## config.mk

```make
export PLATFORM = sky130hd
export DESIGN_NAME = run_ctrl_flat
export DESIGN_NICKNAME = d
export VERILOG_FILES = /design/src/rtl/run_ctrl_if.sv /design/src/rtl/run_ctrl.sv /design/src/flat_wrapper.sv
export SDC_FILE = /design/constraint.sdc
export NUM_CORES = 1
export LEC_CHECK = 0
export ABC_AREA = 0
export BUFFER_PORTS_ARGS = -buffer_cell sky130_fd_sc_hd__buf_2
export CAP_MARGIN = 20
export CORE_MARGIN = 4
export CORE_UTILIZATION = 33
export CTS_BUF_LIST = sky130_fd_sc_hd__clkbuf_4 sky130_fd_sc_hd__clkbuf_8
export DETAILED_ROUTE_END_ITERATION = 8
export SYNTH_ARGS = -nofsm -noshare
export SYNTH_HDL_FRONTEND = slang
export SYNTH_SLANG_ARGS = --single-unit
```

## constraint.sdc

```tcl
create_clock -name clk -period 1.91 [get_ports clk]
set_input_delay 0.2865 -clock clk [delete_from_list [all_inputs] [get_ports clk]]
set_output_delay 0.2865 -clock clk [all_outputs]
set_load 0.01 [all_outputs]
```

## src/rtl/run_ctrl_if.sv

```systemverilog
// run_ctrl_if: control/status bundle between the run controller,
// the front panel and the phase sequencer.
interface run_ctrl_if #(
    parameter int CNT_W = 16
) ();

    // Sequencer side
    logic [1:0]       sm;
    logic             halt_instr;
    logic             sm_en;

    // Front panel / debug side
    logic             start;
    logic             stop;
    logic             step_req;
    logic             busy;
    logic             halted;
    logic [CNT_W-1:0] cyc_cnt;
    logic [CNT_W-1:0] instr_cnt;

    // Environment: drives the phase and operator requests
    modport master (
        output sm,
        output halt_instr,
        output start,
        output stop,
        output step_req,
        input  sm_en,
        input  busy,
        input  halted,
        input  cyc_cnt,
        input  instr_cnt
    );

    // Controller: consumes requests, drives enable and status
    modport slave (
        input  sm,
        input  halt_instr,
        input  start,
        input  stop,
        input  step_req,
        output sm_en,
        output busy,
        output halted,
        output cyc_cnt,
        output instr_cnt
    );

endinterface

```

## src/rtl/run_ctrl.sv

```systemverilog
// run_ctrl: run/step/stop/halt controller producing the registered
// enable for the 3-phase FETCH/PREP/EXEC sequencer, plus debug counters.
module run_ctrl #(
    parameter int         CNT_W   = 16,
    parameter logic [1:0] S_FETCH = 2'b00,
    parameter logic [1:0] S_PREP  = 2'b01,
    parameter logic [1:0] S_EXEC  = 2'b10
) (
    input  logic      clk,
    input  logic      rst_n,
    run_ctrl_if.slave bus
);

    typedef enum logic [1:0] {
        IDLE   = 2'b00,
        RUN    = 2'b01,
        STEP   = 2'b10,
        HALTED = 2'b11
    } state_t;

    state_t           state_q, state_d;
    logic             sm_en_q, sm_en_d;
    logic             busy_q, busy_d;
    logic             halted_q, halted_d;
    logic             stop_pend_q, stop_pend_d;
    logic [CNT_W-1:0] cyc_cnt_q, cyc_cnt_d;
    logic [CNT_W-1:0] instr_cnt_q, instr_cnt_d;

    logic             sm_legal;
    logic             retire;

    // Only the three defined phase codes are meaningful; 2'b11 never retires.
    assign sm_legal = (bus.sm == S_FETCH) || (bus.sm == S_PREP) ||
                      (bus.sm == S_EXEC);

    // Enable is high while the sequencer sits in EXEC: the coming
    // negedge completes the instruction (EXEC -> FETCH).
    assign retire = sm_en_q && sm_legal && (bus.sm == S_EXEC);

    // Next-state, enable and counter logic
    always_comb begin
        state_d     = state_q;
        sm_en_d     = 1'b0;
        stop_pend_d = stop_pend_q;
        cyc_cnt_d   = cyc_cnt_q + {{(CNT_W-1){1'b0}}, sm_en_q};
        instr_cnt_d = instr_cnt_q + {{(CNT_W-1){1'b0}}, retire};

        unique case (state_q)
            IDLE: begin
                if (bus.start) begin
                    if (!bus.stop) begin
                        state_d = RUN;
                        sm_en_d = 1'b1;
                    end
                end else if (bus.step_req) begin
                    state_d = STEP;
                    sm_en_d = 1'b1;
                end
            end

            RUN: begin
                // Held high on the retire edge so EXEC -> FETCH completes.
                sm_en_d = 1'b1;
                if (bus.stop) begin
                    stop_pend_d = 1'b1;
                end
                if (retire) begin
                    if (bus.halt_instr) begin
                        state_d     = HALTED;
                        stop_pend_d = 1'b0;
                    end else if (stop_pend_q || bus.stop) begin
                        state_d     = IDLE;
                        stop_pend_d = 1'b0;
                    end
                end
            end

            STEP: begin
                sm_en_d = 1'b1;
                if (retire) begin
                    state_d = bus.halt_instr ? HALTED : IDLE;
                end
            end

            HALTED: begin
                // Operator may resume past HLT with either request.
                if (bus.start) begin
                    state_d = RUN;
                    sm_en_d = 1'b1;
                end else if (bus.step_req) begin
                    state_d = STEP;
                    sm_en_d = 1'b1;
                end
            end

            default: begin
                state_d = IDLE;
            end
        endcase

        busy_d   = (state_d == RUN) || (state_d == STEP);
        halted_d = (state_d == HALTED);
    end

    // State, enable, status and counter registers
    always_ff @(posedge clk or negedge rst_n) begin
        if (!rst_n) begin
            state_q     <= IDLE;
            sm_en_q     <= 1'b0;
            busy_q      <= 1'b0;
            halted_q    <= 1'b0;
            stop_pend_q <= 1'b0;
            cyc_cnt_q   <= '0;
            instr_cnt_q <= '0;
        end else begin
            state_q     <= state_d;
            sm_en_q     <= sm_en_d;
            busy_q      <= busy_d;
            halted_q    <= halted_d;
            stop_pend_q <= stop_pend_d;
            cyc_cnt_q   <= cyc_cnt_d;
            instr_cnt_q <= instr_cnt_d;
        end
    end

    assign bus.sm_en     = sm_en_q;
    assign bus.busy      = busy_q;
    assign bus.halted    = halted_q;
    assign bus.cyc_cnt   = cyc_cnt_q;
    assign bus.instr_cnt = instr_cnt_q;

endmodule
```

## src/flat_wrapper.sv

```systemverilog
// flat-port wrapper written by rule: the top's interface ports become plain ports
module run_ctrl_flat 
#(
    parameter int         CNT_W   = 16,
    parameter logic [1:0] S_FETCH = 2'b00,
    parameter logic [1:0] S_PREP  = 2'b01,
    parameter logic [1:0] S_EXEC  = 2'b10
)
  (clk, rst_n, bus_sm, bus_halt_instr, bus_start, bus_stop, bus_step_req, bus_sm_en, bus_busy, bus_halted, bus_cyc_cnt, bus_instr_cnt);
  run_ctrl_if #(.CNT_W(CNT_W)) bus_i ();
  input  logic clk;
  input  logic rst_n;
  input wire logic [$bits(bus_i.sm)-1:0] bus_sm;
  input wire logic [$bits(bus_i.halt_instr)-1:0] bus_halt_instr;
  input wire logic [$bits(bus_i.start)-1:0] bus_start;
  input wire logic [$bits(bus_i.stop)-1:0] bus_stop;
  input wire logic [$bits(bus_i.step_req)-1:0] bus_step_req;
  output wire logic [$bits(bus_i.sm_en)-1:0] bus_sm_en;
  output wire logic [$bits(bus_i.busy)-1:0] bus_busy;
  output wire logic [$bits(bus_i.halted)-1:0] bus_halted;
  output wire logic [$bits(bus_i.cyc_cnt)-1:0] bus_cyc_cnt;
  output wire logic [$bits(bus_i.instr_cnt)-1:0] bus_instr_cnt;
  assign bus_i.sm = bus_sm;
  assign bus_i.halt_instr = bus_halt_instr;
  assign bus_i.start = bus_start;
  assign bus_i.stop = bus_stop;
  assign bus_i.step_req = bus_step_req;
  assign bus_sm_en = bus_i.sm_en;
  assign bus_busy = bus_i.busy;
  assign bus_halted = bus_i.halted;
  assign bus_cyc_cnt = bus_i.cyc_cnt;
  assign bus_instr_cnt = bus_i.instr_cnt;
  run_ctrl #(.CNT_W(CNT_W), .S_FETCH(S_FETCH), .S_PREP(S_PREP), .S_EXEC(S_EXEC)) u_core (.clk(clk), .rst_n(rst_n), .bus(bus_i));
endmodule
```

==> flow_summary.ini <==
[placed_design]
placed_cells_incl_taps = 270
dpl-instance-area_um2 = 2160
dpl.hpwl_um = 2770
dp_slack_ns = 0.0909
gp_congestion = 0.847
portBuffers = 42

[synth]
synthCells = 154
async_reset_ff_share_pct = 100
synth_edf_count = 0
synth_seq_cells = 38
synth.area.top_cells = dfrtp_1 52%, xor2_1 8.7%, ha_1 6.2%
avgSynthCellArea_um2 = 11.8
synth.top_cell.area_share_pct = 52.3
synth.distinct_cells = 26
yosysMostFrequentCell = dfrtp_1
synth_seq_area_share_pct = 52.3
yosysTopAreaCell = dfrtp_1
synthFlopType = dfrtp_1
syn_area_um2 = 1820
syn_nets = 171
synthTopCellsByCount = 38 x dfrtp_1, 18 x xor2_1, 11 x nand3_1
yosysWarningCount = 0

[power_and_ir_drop]
powerDensity_nw_per_um2 = 1210
comb_power_share_pct = 31.1
p_sw_mw = 0.953
seqPwrFrac_pct = 44.1
switching_share_pct = 34.5
p_int_mw = 1.81
ir_drop_mv = 0.584
leakage_nw = 1.16
finalPower_mw = 2.76
clkPwrFrac_pct = 24.8

[worst_setup_path]
worst_ep_required_time_ns = 2.08
critPathMaxStageDelay_ns = 0.45
slowest_stage = dfrtp_1
crit_fanout = 10
timing.rr.start = u_core.state_q[0]
path_class = flop to flop
critPathArrivalTime_ns = 1.90
r2r_end = u_core.bus.busy
cpMostUsedCell = ha_1
r2r_slack_ns = 0.18
crit_buf_inv = 1
reg2reg_depth = 6
crit_chain = inv_1 -> ha_1 -> o21ba_2 -> o211ai_1 -> nand3_1 -> ha_1
startpoint_type = flop
end_kind = flop
cpLargestDelayFamily = adder cells

[timing]
holdWs_ns = 0.281
grt_setup_unrepaired = no
fin_setup_tns_ns = 0
fmax_mhz = 578
finalHoldViolCount = 0
worstMarginPinSlew_ns = 0.450
finClkSkew_ns = 0.00355
min_period_ns = 1.73
period_share_pct = 90.6
setup_viol = 0
layout_setup_ws_ns = 0.179
slew_headroom_pct = 70.0
slew_violations = 0

[grt]
grt_pass1_wl_um = 6180
antenna_found_initial = 0
grt_usage_pct = 12.0
grt_max_degree = 22
grt.overflow.total = 0
grt_pass1_vias = 1317

[cts]
worstSkewPairLatency_ns = 0.28
cts.path.max_buffers = 2
htree_num_levels = 2
cts_tree = done
cts-buffers-inserted = 5
clock-sinks = 38
cts_resized = 0
cts_setup_buffers = 0
cts-root-buf = clkbuf_8
clkTransAtPathRegs_ns = 0.07

[job]
cap_violations = 0

[cells_and_area]
stdcell_count = 279
n_antenna_cell = 0
fin_nets = 225
fin_util_pct = 43.9
final_area_um2 = 2280
area.growth.synth_to_final_pct = 25.8
drive_gt1_share_pct = 31.6

[detailed_routing]
drt_wl_total_um = 3650
drt_iter0_markers = 64
viasPerCell = 4.82
avgRoutedWirePerCell_um = 13.1
drc = 0
drtAntennaViolNets = 0
firstDrtPassIters = 4
vias = 1345

[floorplanning]
core.rowCount = 26
core_um2 = 5200
die_width_um = 82.2
die_h_um = 82.2
ios = 43
die_area_um2 = 6760
initial_core_util_pct = 34.9

[min_path]
min_from = bus_start
worstHoldPathCells = 2
hp-class = primary input to flop
hold_end = u_core.bus.sm_en

[status]
outcome = finished, final reports clean
cells in the final DEF (no fill, tap or decap):
cell type / netlist / layout
o21ba_2: 1 / 1
bufinv_16: 0 / 1
clkbuf_4: 0 / 2
and4b_1: 1 / 1
nand3_1: 11 / 11
nor2_1: 6 / 6
nor3_1: 10 / 10
nand2_1: 7 / 7
buf_4: 0 / 4
nand4_4: 2 / 2
and4_2: 1 / 1
nor3b_1: 1 / 1
xnor2_1: 10 / 10
dlygate4sd3_1: 0 / 1
o211ai_1: 1 / 1
nor4_2: 7 / 7
a2bb2oi_1: 1 / 1
buf_12: 0 / 1
o32ai_1: 2 / 2
nand4_1: 6 / 6
o221ai_1: 1 / 1
inv_1: 10 / 10
a311oi_1: 1 / 1
xor2_1: 18 / 18
a221oi_1: 1 / 1
buf_2: 0 / 42
clkbuf_8: 0 / 5
nor2b_1: 2 / 2
ha_1: 9 / 9
nand3b_1: 2 / 2
dfrtp_1: 38 / 38
a21oi_1: 4 / 4
sequential cells by signal (all words and copies together), names as in the netlist:
register and flops:
u_core.bus.busy 1, u_core.bus.halted 1, u_core.bus.sm_en 1, u_core.stop_pend_q 1, u_core.bus.instr_cnt 16, u_core.bus.cyc_cnt 16, u_core.state_q 2
metal layers:
metal  up-vias  track usage, %  share of wire [%]
li1        652               -                  -
met1       651            15.4                 45
met2        36            18.8                 48
met3         6            3.47                5.3
met4         0            5.48                2.0
met5         -               0                  0
worst register-to-register path, delay by kind of cell, from the launching register on:
kind	cells	cell delay, ns
AOI/OAI and AO/OA	2	0.31
buffers and inverters	1	0.11
adders and majority gates	2	0.63
and+or+nand+nor	1	0.13
DFF	1	0.45
worst max-delay path by stage:
stage	startpoint	endpoint	depth (start not counted)
floorplan	u_core.bus.sm_en	u_core.bus.instr_cnt[14]	7
global placement	bus_sm[0]	u_core.bus.instr_cnt[14]	8
detailed placement	bus_sm[0]	u_core.bus.instr_cnt[14]	8
CTS	u_core.bus.sm_en	u_core.bus.instr_cnt[14]	7
global route	u_core.bus.sm_en	u_core.bus.instr_cnt[6]	8
finish	u_core.state_q[0]	u_core.bus.busy	6
power groups by stage:
stage	sequential (mW)	combinational (mW)	clock (mW)
global placement	1.24	0.854	0
floorplan	1.29	0.439	0
global route	1.25	0.963	0.748
detailed placement	1.24	0.875	0
CTS	1.22	0.879	0.715
finish	1.22	0.861	0.686
layout make-up:
| cell class | instances | area (um2) |
|---|---|---|
| Multi-Input combinational cell | 105 | 825 |
| Inverter | 10 | 37.5 |
| Timing Repair Buffer | 48 | 270 |
| Clock buffer | 7 | 83.8 |
| Sequential cell | 38 | 951 |
| Clock inverter | 1 | 30.0 |
| Tap cell | 70 | 87.6 |
| Fill cell | 524 | 2920 |
cells by family after synthesis:
logic type,share of synthesized area (%)
AND/OR/NAND/NOR,20.7
flip-flops,52.3
XOR/XNOR,13.5
AO/OA/AOI/OAI,4.96
buffers and inverters,2.27
adder cells (fa/ha/maj),6.20
repair_timing:
| action | 4_1_cts | 5_1_grt |
|---|---|---|
| hold buffers | 1 | 0 |
| setup endpoints to repair | 0 | 1 |
| hold endpoints to repair | 17 | 0 |
(Power assumes the default switching activity.)
